--- src/rtl/multicycle_controller_pkg.sv ---
// ---------------------------------------------------------------------------
// ctrl_pkg
// Shared definitions for the RV32I multi-cycle controller:
//   - RV32I major opcode constants recognised by the controller
//   - controller state enum (3 bits)
//   - datapath select encodings for alu_src_a, alu_op and wb_sel
//   - is_legal_opcode(): the set of opcodes this core executes
// ---------------------------------------------------------------------------
package ctrl_pkg;

    localparam logic [6:0] OP_R      = 7'b0110011;
    localparam logic [6:0] OP_LOAD   = 7'b0000011;
    localparam logic [6:0] OP_IMM    = 7'b0010011;
    localparam logic [6:0] OP_STORE  = 7'b0100011;
    localparam logic [6:0] OP_BRANCH = 7'b1100011;
    localparam logic [6:0] OP_JAL    = 7'b1101111;
    localparam logic [6:0] OP_LUI    = 7'b0110111;
    localparam logic [6:0] OP_AUIPC  = 7'b0010111;

    typedef enum logic [2:0] {
        ST_FETCH     = 3'd0,
        ST_DECODE    = 3'd1,
        ST_EXECUTE   = 3'd2,
        ST_MEM       = 3'd3,
        ST_WRITEBACK = 3'd4,
        ST_TRAP      = 3'd5
    } state_t;

    // alu_src_a encodings
    localparam logic [1:0] SRC_A_RS1  = 2'd0;
    localparam logic [1:0] SRC_A_PC   = 2'd1;
    localparam logic [1:0] SRC_A_ZERO = 2'd2;

    // alu_op encodings
    localparam logic [1:0] ALU_OP_ADD  = 2'd0;
    localparam logic [1:0] ALU_OP_FUNC = 2'd1;
    localparam logic [1:0] ALU_OP_CMP  = 2'd2;

    // wb_sel encodings
    localparam logic [1:0] WB_ALU = 2'd0;
    localparam logic [1:0] WB_MEM = 2'd1;
    localparam logic [1:0] WB_PC4 = 2'd2;

    function automatic logic is_legal_opcode(input logic [6:0] op);
        case (op)
            OP_R, OP_LOAD, OP_IMM, OP_STORE,
            OP_BRANCH, OP_JAL, OP_LUI, OP_AUIPC: return 1'b1;
            default:                             return 1'b0;
        endcase
    endfunction

endpackage

--- src/rtl/multicycle_controller_if.sv ---
// ---------------------------------------------------------------------------
// ctrl_bus_if
// Memory handshake bundle between the controller and the instruction/data
// memories.
//   imem_req   : instruction fetch request        (controller -> memory)
//   imem_ready : instruction data valid           (memory -> controller)
//   dmem_req   : data access request              (controller -> memory)
//   dmem_we    : data access is a write           (controller -> memory)
//   dmem_ready : data access complete             (memory -> controller)
// Modports: master = controller side, slave = memory side.
// ---------------------------------------------------------------------------
interface ctrl_bus_if;
    logic imem_req;
    logic imem_ready;
    logic dmem_req;
    logic dmem_we;
    logic dmem_ready;

    modport master (
        output imem_req,
        output dmem_req,
        output dmem_we,
        input  imem_ready,
        input  dmem_ready
    );

    modport slave (
        input  imem_req,
        input  dmem_req,
        input  dmem_we,
        output imem_ready,
        output dmem_ready
    );
endinterface

--- src/rtl/multicycle_controller_wait_timer.sv ---
// ---------------------------------------------------------------------------
// ctrl_wait_timer
// Counts memory wait cycles for the controller.
//   clk     : core clock
//   reset   : synchronous active-high, clears the count
//   clear   : clears the count (controller changes state)
//   count   : a wait cycle is in progress (ready low in FETCH/MEM)
//   expired : this wait cycle is the BUS_TIMEOUT-th consecutive one
// BUS_TIMEOUT = 0 removes the counter and expired stays low.
// ---------------------------------------------------------------------------
module ctrl_wait_timer #(
    parameter int BUS_TIMEOUT = 255
) (
    input  logic clk,
    input  logic reset,
    input  logic clear,
    input  logic count,
    output logic expired
);

    generate
        if (BUS_TIMEOUT == 0) begin : g_disabled
            logic timer_unused;
            assign timer_unused = ^{clk, reset, clear, count};
            assign expired      = 1'b0;
        end else begin : g_enabled
            // The count only has to reach BUS_TIMEOUT-1: expired fires during
            // the wait cycle that would bring it to BUS_TIMEOUT, so the trap
            // is entered on the same edge the limit is reached.
            localparam int CNT_W = (BUS_TIMEOUT > 1) ? $clog2(BUS_TIMEOUT) : 1;
            localparam logic [CNT_W-1:0] LIMIT = CNT_W'(BUS_TIMEOUT - 1);

            logic [CNT_W-1:0] count_reg;

            always_ff @(posedge clk) begin
                if (reset || clear) begin
                    count_reg <= '0;
                end else if (count && (count_reg != LIMIT)) begin
                    count_reg <= count_reg + CNT_W'(1);
                end
            end

            assign expired = count && (count_reg == LIMIT);
        end
    endgenerate

endmodule

--- src/rtl/multicycle_controller.sv ---
// ---------------------------------------------------------------------------
// multicycle_controller
// Multi-cycle control FSM for the RV32I core. Sequences fetch, decode,
// execute, memory and writeback for each instruction and drives the
// datapath select/enable lines (Moore outputs, qualified by memory ready).
//
// Parameters:
//   BUS_TIMEOUT : max wait cycles on imem_ready/dmem_ready before bus error
//                 (0 disables the timeout)
// Build macro:
//   CTRL_INSTRET_EN : when defined, instret counts cycles with pc_write=1;
//                     otherwise instret is tied to 0.
// Ports:
//   clk, reset      : core clock, synchronous active-high reset
//   opcode, func3   : instruction fields from the parser
//   branch_taken    : comparator result, used in EXECUTE
//   bus             : memory handshakes (ctrl_bus_if.master)
//   ir_load         : latch instruction register
//   pc_write/pc_sel : PC update enable / 0=PC+4, 1=PC+imm
//   alu_src_a/b,op  : ALU operand and operation selects
//   rf_we, wb_sel   : register file write enable / writeback source
//   illegal,bus_err : sticky trap causes
//   instret         : retired instruction count
// All outputs read 0 while reset is high.
// ---------------------------------------------------------------------------
module multicycle_controller
    import ctrl_pkg::*;
#(
    parameter int BUS_TIMEOUT = 255
) (
    input  logic              clk,
    input  logic              reset,
    input  logic [6:0]        opcode,
    input  logic [2:0]        func3,
    input  logic              branch_taken,
    ctrl_bus_if.master        bus,
    output logic              ir_load,
    output logic              pc_write,
    output logic              pc_sel,
    output logic [1:0]        alu_src_a,
    output logic              alu_src_b,
    output logic [1:0]        alu_op,
    output logic              rf_we,
    output logic [1:0]        wb_sel,
    output logic              illegal,
    output logic              bus_err,
    output logic [31:0]       instret
);

    state_t state_reg, state_next;
    logic   illegal_reg, bus_err_reg;
    logic   set_illegal, set_bus_err;

    // Un-gated decode results; every output is masked by reset below.
    logic       imem_req_raw, dmem_req_raw, dmem_we_raw;
    logic       ir_load_raw, pc_write_raw, pc_sel_raw;
    logic [1:0] alu_src_a_raw, alu_op_raw, wb_sel_raw;
    logic       alu_src_b_raw, rf_we_raw;

    logic timer_clear, timer_count, timer_expired;

    // func3 is consumed by the ALU decode downstream; the controller itself
    // does not branch on it.
    logic func3_unused;
    assign func3_unused = ^func3;

    always_ff @(posedge clk) begin
        if (reset) begin
            state_reg   <= ST_FETCH;
            illegal_reg <= 1'b0;
            bus_err_reg <= 1'b0;
        end else begin
            state_reg <= state_next;
            if (set_illegal) illegal_reg <= 1'b1;
            if (set_bus_err) bus_err_reg <= 1'b1;
        end
    end

    always_comb begin
        state_next    = state_reg;
        set_illegal   = 1'b0;
        set_bus_err   = 1'b0;
        imem_req_raw  = 1'b0;
        dmem_req_raw  = 1'b0;
        dmem_we_raw   = 1'b0;
        ir_load_raw   = 1'b0;
        pc_write_raw  = 1'b0;
        pc_sel_raw    = 1'b0;
        alu_src_a_raw = SRC_A_RS1;
        alu_src_b_raw = 1'b0;
        alu_op_raw    = ALU_OP_ADD;
        rf_we_raw     = 1'b0;
        wb_sel_raw    = WB_ALU;

        case (state_reg)
            ST_FETCH: begin
                imem_req_raw = 1'b1;
                if (bus.imem_ready) begin
                    ir_load_raw = 1'b1;
                    state_next  = ST_DECODE;
                end else if (timer_expired) begin
                    set_bus_err = 1'b1;
                    state_next  = ST_TRAP;
                end
            end

            ST_DECODE: begin
                if (is_legal_opcode(opcode)) begin
                    state_next = ST_EXECUTE;
                end else begin
                    set_illegal = 1'b1;
                    state_next  = ST_TRAP;
                end
            end

            ST_EXECUTE: begin
                state_next = ST_WRITEBACK;
                case (opcode)
                    OP_R: begin
                        alu_op_raw = ALU_OP_FUNC;
                    end
                    OP_IMM: begin
                        alu_src_b_raw = 1'b1;
                        alu_op_raw    = ALU_OP_FUNC;
                    end
                    OP_LOAD, OP_STORE: begin
                        alu_src_b_raw = 1'b1;
                        state_next    = ST_MEM;
                    end
                    OP_LUI: begin
                        alu_src_a_raw = SRC_A_ZERO;
                        alu_src_b_raw = 1'b1;
                    end
                    OP_AUIPC: begin
                        alu_src_a_raw = SRC_A_PC;
                        alu_src_b_raw = 1'b1;
                    end
                    OP_BRANCH: begin
                        alu_op_raw   = ALU_OP_CMP;
                        pc_write_raw = 1'b1;
                        pc_sel_raw   = branch_taken;
                        state_next   = ST_FETCH;
                    end
                    default: begin
                        // JAL: the ALU is idle, target formed in WRITEBACK.
                    end
                endcase
            end

            ST_MEM: begin
                dmem_req_raw = 1'b1;
                dmem_we_raw  = (opcode == OP_STORE);
                if (bus.dmem_ready) begin
                    if (opcode == OP_STORE) begin
                        pc_write_raw = 1'b1;
                        state_next   = ST_FETCH;
                    end else begin
                        state_next = ST_WRITEBACK;
                    end
                end else if (timer_expired) begin
                    set_bus_err = 1'b1;
                    state_next  = ST_TRAP;
                end
            end

            ST_WRITEBACK: begin
                rf_we_raw    = 1'b1;
                pc_write_raw = 1'b1;
                state_next   = ST_FETCH;
                if (opcode == OP_LOAD) begin
                    wb_sel_raw = WB_MEM;
                end else if (opcode == OP_JAL) begin
                    wb_sel_raw = WB_PC4;
                    pc_sel_raw = 1'b1;
                end
            end

            ST_TRAP: begin
                state_next = ST_TRAP;
            end

            default: begin
                state_next = ST_FETCH;
            end
        endcase
    end

    // Any state change ends the current wait, so the count restarts on every
    // entry to FETCH or MEM (including MEM->FETCH for stores).
    assign timer_clear = (state_next != state_reg);
    assign timer_count = ((state_reg == ST_FETCH) && !bus.imem_ready) ||
                         ((state_reg == ST_MEM)   && !bus.dmem_ready);

    ctrl_wait_timer #(
        .BUS_TIMEOUT (BUS_TIMEOUT)
    ) u_wait_timer (
        .clk     (clk),
        .reset   (reset),
        .clear   (timer_clear),
        .count   (timer_count),
        .expired (timer_expired)
    );

    assign bus.imem_req = imem_req_raw & ~reset;
    assign bus.dmem_req = dmem_req_raw & ~reset;
    assign bus.dmem_we  = dmem_we_raw  & ~reset;
    assign ir_load      = ir_load_raw  & ~reset;
    assign pc_write     = pc_write_raw & ~reset;
    assign pc_sel       = pc_sel_raw   & ~reset;
    assign alu_src_a    = reset ? 2'd0 : alu_src_a_raw;
    assign alu_src_b    = alu_src_b_raw & ~reset;
    assign alu_op       = reset ? 2'd0 : alu_op_raw;
    assign rf_we        = rf_we_raw & ~reset;
    assign wb_sel       = reset ? 2'd0 : wb_sel_raw;
    assign illegal      = illegal_reg & ~reset;
    assign bus_err      = bus_err_reg & ~reset;

`ifdef CTRL_INSTRET_EN
    logic [31:0] instret_reg;

    always_ff @(posedge clk) begin
        if (reset) begin
            instret_reg <= '0;
        end else if (pc_write_raw) begin
            instret_reg <= instret_reg + 32'd1;
        end
    end

    assign instret = reset ? 32'd0 : instret_reg;
`else
    assign instret = 32'd0;
`endif

endmodule

--- src/flat_wrapper.sv ---
// flat-port wrapper written by rule: the top's interface ports become plain ports
module multicycle_controller_flat import ctrl_pkg::*;
#(
    parameter int BUS_TIMEOUT = 255
)
  (clk, reset, opcode, func3, branch_taken, ir_load, pc_write, pc_sel, alu_src_a, alu_src_b, alu_op, rf_we, wb_sel, illegal, bus_err, instret, bus_imem_req, bus_dmem_req, bus_dmem_we, bus_imem_ready, bus_dmem_ready);
  ctrl_bus_if bus_i ();
  input  logic clk;
  input  logic reset;
  input  logic [6:0] opcode;
  input  logic [2:0] func3;
  input  logic branch_taken;
  output logic ir_load;
  output logic pc_write;
  output logic pc_sel;
  output logic [1:0] alu_src_a;
  output logic alu_src_b;
  output logic [1:0] alu_op;
  output logic rf_we;
  output logic [1:0] wb_sel;
  output logic illegal;
  output logic bus_err;
  output logic [31:0] instret;
  output wire logic [$bits(bus_i.imem_req)-1:0] bus_imem_req;
  output wire logic [$bits(bus_i.dmem_req)-1:0] bus_dmem_req;
  output wire logic [$bits(bus_i.dmem_we)-1:0] bus_dmem_we;
  input wire logic [$bits(bus_i.imem_ready)-1:0] bus_imem_ready;
  input wire logic [$bits(bus_i.dmem_ready)-1:0] bus_dmem_ready;
  assign bus_imem_req = bus_i.imem_req;
  assign bus_dmem_req = bus_i.dmem_req;
  assign bus_dmem_we = bus_i.dmem_we;
  assign bus_i.imem_ready = bus_imem_ready;
  assign bus_i.dmem_ready = bus_dmem_ready;
  multicycle_controller #(.BUS_TIMEOUT(BUS_TIMEOUT)) u_core (.clk(clk), .reset(reset), .opcode(opcode), .func3(func3), .branch_taken(branch_taken), .bus(bus_i), .ir_load(ir_load), .pc_write(pc_write), .pc_sel(pc_sel), .alu_src_a(alu_src_a), .alu_src_b(alu_src_b), .alu_op(alu_op), .rf_we(rf_we), .wb_sel(wb_sel), .illegal(illegal), .bus_err(bus_err), .instret(instret));
endmodule
--- config.mk ---
export PLATFORM = sky130hd
export DESIGN_NAME = multicycle_controller_flat
export DESIGN_NICKNAME = d
export VERILOG_FILES = /design/src/rtl/multicycle_controller_pkg.sv /design/src/rtl/multicycle_controller_if.sv /design/src/rtl/multicycle_controller_wait_timer.sv /design/src/rtl/multicycle_controller.sv /design/src/flat_wrapper.sv
export SDC_FILE = /design/constraint.sdc
export NUM_CORES = 1
export LEC_CHECK = 0
export BUFFER_PORTS_ARGS = -buffer_cell sky130_fd_sc_hd__buf_2
export CAP_MARGIN = 40
export CORE_MARGIN = 2
export CORE_UTILIZATION = 48
export CTS_BUF_LIST = sky130_fd_sc_hd__clkbuf_2
export DETAILED_ROUTE_END_ITERATION = 10
export GPL_TIMING_DRIVEN = 0
export PLACE_DENSITY_LB_ADDON = 0.25
export REMOVE_ABC_BUFFERS = 1
export SLEW_MARGIN = 10
export SYNTH_ARGS = -nofsm -noshare
export SYNTH_HDL_FRONTEND = slang
export SYNTH_SLANG_ARGS = --single-unit
--- constraint.sdc ---
create_clock -name clk -period 2.3 [get_ports clk]
set_input_delay 0.46 -clock clk [delete_from_list [all_inputs] [get_ports clk]]
set_output_delay 0.46 -clock clk [all_outputs]
set_load 0.05 [all_outputs]
==> flow_summary_export.csv, run 1 <==
group,metric,value,unit
sta,fmax,445,MHz
critical_path,worstRegToRegCells,6,
finish,drive_gt1_share,26.0,%
route,top_layer,"met4",
route,ant_nets,0,
route,drt-initial-drc-count,28,
finish,areaGrowthSynthToFinish,3.38,%
sta,hold_violations,0,
critical_path,critical_path_arrival,1790,ps
critical_path,crit_start,"opcode[0]",
critical_path,endpoint,"pc_write",
route,wl_met1,1.11,mm
die,design.die.area,0.00313,mm2
yosys,synth_area,0.00129,mm2
sta,slew_violations,0,
finish,nets,210,
yosys,synthDistinctLibCells,51,
cts,post-cts-setup-buffers,0,
cts,clkLatencyLatePin,280,ps
yosys,synth_top_cell_area_share,20.1,%
pwr,leakage,0.626,nW
cts,ctsHtreeMaxLevel,1,
sta,rsz0062_at_grt,"no",
die,io-pin-count,63,
placement,io_buffers,27,
critical_path,start_kind,"input port",
sta,setup_slack,50.4,ps
pwr,power.density,484,mW/mm2
route,drt-total-wl,2.76,mm
route,drc,0,
yosys,synth_area_leaders,"dfxtp_1, buf_4, nor2_1",
placement,dpl-instance-area,0.00130,mm2
yosys,synth_area_leader_cell,"dfxtp_1",
sta,layout_min_cycle_time,2250,ps
yosys,seq_area_frac_synth,20.1,%
pwr,peakVddDrop,0.000348,V
yosys,synth-edff-count,0,
finish,mostFrequentLayoutCells,"conb_1, buf_2, nor2_1, dfxtp_1, nand2_1",
finish,antenna_cells,0,
critical_path,cp_data_required_time,1840,ps
placement,dp.final_hpwl,2.07,mm
cts,root_buffer,"clkbuf_2",
route,wl_met2,1.41,mm
cts,cts_max_path_buffers,2,
route,vias,1185,
yosys,syn_inst,166,
finish,largest_reg_flops,8,
global_route,overflow,0,
flow_run,maxCapViolations,0,
yosys,synth_ff_type,"dfxtp_1",
finish,fin_area,0.00134,mm2
die,fp.dieH,55.9,um
cts,clk_pin_slew,140,ps
die,initial_utilization,51.3,%
route,firstDrtPassIters,4,
sta,finalSetupViolCount,0,
placement,place.gp.congestion,0.886,
die,chipWidth,55.9,um
die,core_area,0.00252,mm2
critical_path,r2r-start,"u_core.u_wait_timer.g_enabled.count_reg[1]",
critical_path,crit_fanout,5,
global_route,grt_start_max_net_pins,18,
route,wl_met3,231,um
yosys,synth_seq_cells,13,
critical_path,r2r-end,"u_core.u_wait_timer.g_enabled.count_reg[7]",
yosys,postSynthAreaPerCell,7.80,um2
global_route,grt_pass1_vias,1042,
global_route,grt_pass1_wl,4.47,mm
min_path,hp-class,"input port to register",
critical_path,reg2reg_setup_slack,270,ps
finish,n_fill_cell,252,
critical_path,critPathKind,"input port to output pin",
global_route,track_usage,17.3,%
yosys,synth-async-reset-ratio,0,%
route,wire_per_inst,12.4,um
cts,cts_tree,"done",
critical_path,critPathCaptureType,"output pin",
route,vias_per_cell,5.34,
sta,finalCritPeriodShare,97.8,%
sta,skew,13.6,ps
placement,dp_slack,61.5,ps
die,num_rows,18,
cts,cts_made_buffers,3,
global_route,antenna_found_initial,0,
cts,cts.sinks,13,
cts,holdBufCountCts,0,
yosys,ys_warn_count,0,
finish,final_common_cell,"conb_1",
outcome,status,"complete, no violations",
-- synthesized netlist by cell type, drive strengths merged (2+ instances only) --
| library cell | instances |
|---|---|
| nor2b | 4 |
| a311oi | 2 |
| nor4 | 7 |
| or2 | 4 |
| nor2 | 25 |
| ha | 2 |
| dfxtp | 13 |
| xnor2 | 6 |
| buf | 36 |
| nand2 | 9 |
| a21oi | 2 |
| and2b | 2 |
| and3b | 2 |
| nand4 | 3 |
| and3 | 3 |
| nor3 | 3 |
| nand3 | 6 |
| and2 | 3 |
| inv | 4 |
| nor3b | 4 |
| o21ai | 5 |
-- worst min-delay path by stage --
stage / start / end / cells after the start
4_1_cts: reset / u_core.state_reg[2] / 2
6_report: reset / u_core.state_reg[2] / 2
2_1_floorplan: u_core.u_wait_timer.g_enabled.count_reg[4] / u_core.u_wait_timer.g_enabled.count_reg[4] / 1
3_3_place_gp: u_core.u_wait_timer.g_enabled.count_reg[4] / u_core.u_wait_timer.g_enabled.count_reg[4] / 1
3_5_place_dp: u_core.u_wait_timer.g_enabled.count_reg[4] / u_core.u_wait_timer.g_enabled.count_reg[4] / 1
5_1_grt: reset / u_core.state_reg[2] / 2
-- timing repair --
action | in CTS | in global routing
endpoints found under the setup margin | 2 | 5
cloned | 0 | 0
gates resized for setup | 2 | 3
-- area by class of cell --
| cell class | instances | area (um2) | area share (%) |
|---|---|---|---|
| multi-input cells | 144 | 866 | 64.7 |
| repair buffers | 27 | 138 | 10.3 |
| inverters | 4 | 15.0 | 1.12 |
| clock buffers | 4 | 20.0 | 1.50 |
| flip-flops and latches | 13 | 263 | 19.6 |
| well taps | 30 | 37.5 | 2.80 |
-- worst max-delay path: stages --
cell,delay (ps)
buf_2,100
and2_1,190
and3b_2,230
and3_1,200
and3_1,190
a211o_1,220
clkbuf_4,210
-- cell families after synthesis --
family	after synthesis	synth area share (%)
and+or+nand+nor	81	35.8
buffers and inverters	40	23.2
AOI/OAI and AO/OA	22	13.8
DFF	13	20.1
xor gates and xnor gates	6	4.06
adders and majority gates	2	1.93
other	1	0.290
muxes	1	0.773
-- metal layers --
metal	GRT usage (%)	vias to the layer above
met2	32.1	62
met3	5.35	2
met4	2.72	0
li1	-	579
met5	0	-
met1	19.5	542
-- report_power, final --
group | switching (mW) | leakage (nW) | internal (mW)
logic | 0.212 | 0.503 | 0.0541
clock network | 0.0763 | 0.0166 | 0.0461
registers | 0.0233 | 0.106 | 0.237
total | 0.311 | 0.626 | 0.337
-- stage by stage --
step	power, mW	instances	TNS (ps)	util [%]	hold WS (ps)
floorplan	0.476	161	-3060	-	475
global placement	0.521	218	0	51.5	495
detailed placement	0.525	218	0	51.5	501
CTS	0.650	222	0	52.6	471
global route	0.683	222	0	53.1	455
finish	0.648	222	0	53.1	478
No activity file was read; power rests on OpenSTA's default activity.
==> run 2: changes to the inputs <==
--- a/config.mk
+++ b/config.mk
@@ -8,7 +8,7 @@
 export BUFFER_PORTS_ARGS = -buffer_cell sky130_fd_sc_hd__buf_2
 export CAP_MARGIN = 40
 export CORE_MARGIN = 2
-export CORE_UTILIZATION = 48
+export CORE_UTILIZATION = 49
 export CTS_BUF_LIST = sky130_fd_sc_hd__clkbuf_2
 export DETAILED_ROUTE_END_ITERATION = 10
 export GPL_TIMING_DRIVEN = 0
@@ -17,4 +17,5 @@
 export SLEW_MARGIN = 10
 export SYNTH_ARGS = -nofsm -noshare
 export SYNTH_HDL_FRONTEND = slang
+export SYNTH_HIERARCHICAL = 1
 export SYNTH_SLANG_ARGS = --single-unit
==> run 2 against run 1 <==
Effect of this change: critical path depth shrank 3; total power up 9.0%; combinational power rose by 27%; via count rose by 25%; cell count is 14% higher; first-iteration DRC count grew to 3.4 times the previous value; synthesized area increased by 10%; die area is 7.3% higher; clock power is 3% higher; sequential power shrank 7%; synthesized cell count up 13%; critical path type is now register to output pin; largest cell class unchanged.
==> flow_summary_export.csv, run 2 <==
group,metric,value,unit
route,vias_per_cell,5.87,
cts,cts_made_buffers,3,
yosys,synth-simple-area-share,33.6,%
route,vias,1480,
global_route,track_usage,18.8,%
pwr,combPwrFrac,47.9,%
yosys,synth_area_leader_cell,"dfxtp_1",
cts,cts_max_path_buffers,2,
flow_run,maxCapViolations,0,
sta,finalSetupViolCount,0,
placement,place.gp.congestion,0.834,
finish,antenna_cells,0,
yosys,synth_top_cell_area_share,18.2,%
cts,ctsHtreeMaxLevel,1,
pwr,swShare,47.4,%
critical_path,slowest_stage,"or4_4",
yosys,synthAdderAreaFrac,1.75,%
yosys,ys_warn_count,6,
critical_path,start_kind,"register",
critical_path,crit_fanout,4,
yosys,seq_area_frac_synth,18.2,%
cts,cts_tree,"done",
outcome,status,"complete, no violations",
sta,hold_violations,0,
critical_path,cp_num_buf_inv,2,
placement,dpl.cell_count,233,
yosys,synthMostInstantiatedCell,"buf_4",
yosys,postSynthAreaPerCell,7.59,um2
route,drt-total-wl,3.47,mm
finish,fin_cells,252,
die,design.die.area,0.00336,mm2
pwr,leakage,0.713,nW
sta,fmax,438,MHz
cts,root_buffer,"clkbuf_2",
yosys,synth-xor-area-share,0,%
finish,final_common_cell,"conb_1",
yosys,synth_area,0.00143,mm2
die,fp.dieH,58.0,um
critical_path,slowest_delay,510,ps
die,core_area,0.00276,mm2
cts,cts.sinks,13,
die,num_rows,19,
sta,slew_violations,0,
global_route,grt_pass1_wl,5.08,mm
yosys,synth_seq_cells,13,
yosys,synth_common_cells,"buf_4, dfxtp_1, nor2_1",
pwr,power.density,430,mW/mm2
critical_path,cp_data_required_time,1840,ps
die,initial_utilization,51.7,%
global_route,overflow,0,
finish,drive_gt1_share,35.3,%
critical_path,critical_path_arrival,1820,ps
critical_path,cp_cell_sequence,"buf_4 -> or4_4 -> nor4b_2 -> buf_4",
pwr,p_int,0.372,mW
yosys,syn_inst,188,
finish,fin_area,0.00164,mm2
pwr,power.share.sequential,34.3,%
sta,rsz0062_at_grt,"yes",
global_route,grt_pass1_vias,1171,
critical_path,reg2reg_setup_slack,40,ps
placement,dpl-instance-area,0.00139,mm2
yosys,synth.area.mux_share,1.40,%
critical_path,critPathCaptureType,"output pin",
finish,n_fill_cell,249,
cts,clkLatencyLatePin,280,ps
pwr,switching_power,0.335,mW
yosys,synth_top_family_by_area,"simple AND/OR/NAND/NOR gates",
yosys,synth-edff-count,0,
sta,fin_tns_setup,0,ps
die,io-pin-count,63,
sta,hold-worst-slack,474,ps
yosys,synth_compound_area_share,19.8,%
die,chipWidth,58.0,um
route,ant_nets,0,
route,drc,0,
sta,layout_min_cycle_time,2280,ps
finish,mostFrequentLayoutCells,"conb_1, buf_2, buf_4, nand2_1, nor2_1",
route,firstDrtPassIters,9,
yosys,synth_area_leaders,"dfxtp_1, buf_4, a211oi_1",
placement,dp.final_hpwl,2.25,mm
route,drt-initial-drc-count,96,
critical_path,path_delay_family,"simple AND/OR/NAND/NOR gates",
yosys,synthDistinctLibCells,53,
critical_path,critPathKind,"register to output pin",
finish,nets,239,
yosys,synth-async-reset-ratio,0,%
placement,io_buffers,27,
cts,clk_pin_slew,140,ps
global_route,antenna_found_initial,0,
sta,skew,11.6,ps
pwr,clockPowerShare,17.8,%
route,wire_per_inst,13.8,um
sta,finalCritPeriodShare,99.3,%
global_route,grt_start_max_net_pins,15,
finish,areaGrowthSynthToFinish,15.2,%
pwr,peakVddDrop,0.000352,V
finish,largest_reg_flops,8,
min_path,hp-class,"register to register",
cts,holdBufCountCts,0,
critical_path,cp_common_cell,"buf_4",
yosys,synth_ff_type,"dfxtp_1",
## run 2: power by group through the flow
stage / clock network, mW / logic [mW] / registers [mW]
after floorplan: 0 / 0.215 / 0.252
after global placement: 0 / 0.257 / 0.257
after detailed placement: 0 / 0.261 / 0.258
after CTS: 0.124 / 0.301 / 0.241
after global routing: 0.135 / 0.357 / 0.243
final: 0.126 / 0.339 / 0.242
## run 2: worst min-delay path, stage by stage, from the launching register on
cell and delay (ps):
dfxtp_1 330, inv_1 70, a21oi_2 50
## run 2: cell families (layout without fill, tap and decap cells)
family,count (synthesis),count (layout)
AOI/OAI and AO/OA,41,41
buffers and inverters,51,53
adders and majority gates,2,2
and+or+nand+nor,78,78
other,1,32
DFF,13,13
muxes,2,2
## run 2: final timing paths
kind                                                                   end                                       start  cells after the start
worst max-delay path                                             wb_sel[0]                         u_core/state_reg[0]                      4
worst min-delay path                                    u_core/illegal_reg                          u_core/illegal_reg                      2
worst max register to register  u_core/u_wait_timer/g_enabled.count_reg[4]  u_core/u_wait_timer/g_enabled.count_reg[0]                     10
worst min register to register                          u_core/illegal_reg                          u_core/illegal_reg                      2
## run 2: repair_timing
item                                    CTS  global route
pin swaps                                 7            10
endpoints found under the hold margin     0             0
endpoints found under the setup margin   16            12
resized for setup                        14            23
setup buffers                            10             5
## run 2: metal layers
layer	GRT usage [%]	vias up	wire length (um)
met3	1.12	10	305
met4	8.31	0	76
li1	-	685	-
met1	26.0	687	1520
met5	0	-	0
met2	30.0	98	1570
## run 2: layout make-up
cell class,count,area [um2],area share (%)
Inverter,7,26.3,1.60
Multi-Input combinational cell,155,1030,62.5
Clock buffer,4,20.0,1.22
Timing Repair Buffer,42,255,15.5
Sequential cell,13,277,16.8
Tap cell,31,38.8,2.36
## run 2: per-stage QoR
stage | power (mW) | utilization [%] | setup slack, ps
floorplan | 0.467 | - | -770
CTS | 0.667 | 55.2 | 0.259
finish | 0.707 | 59.6 | 16.7
global route | 0.734 | 59.6 | -49.6
global placement | 0.513 | 50.3 | -710
detailed placement | 0.519 | 50.3 | -715
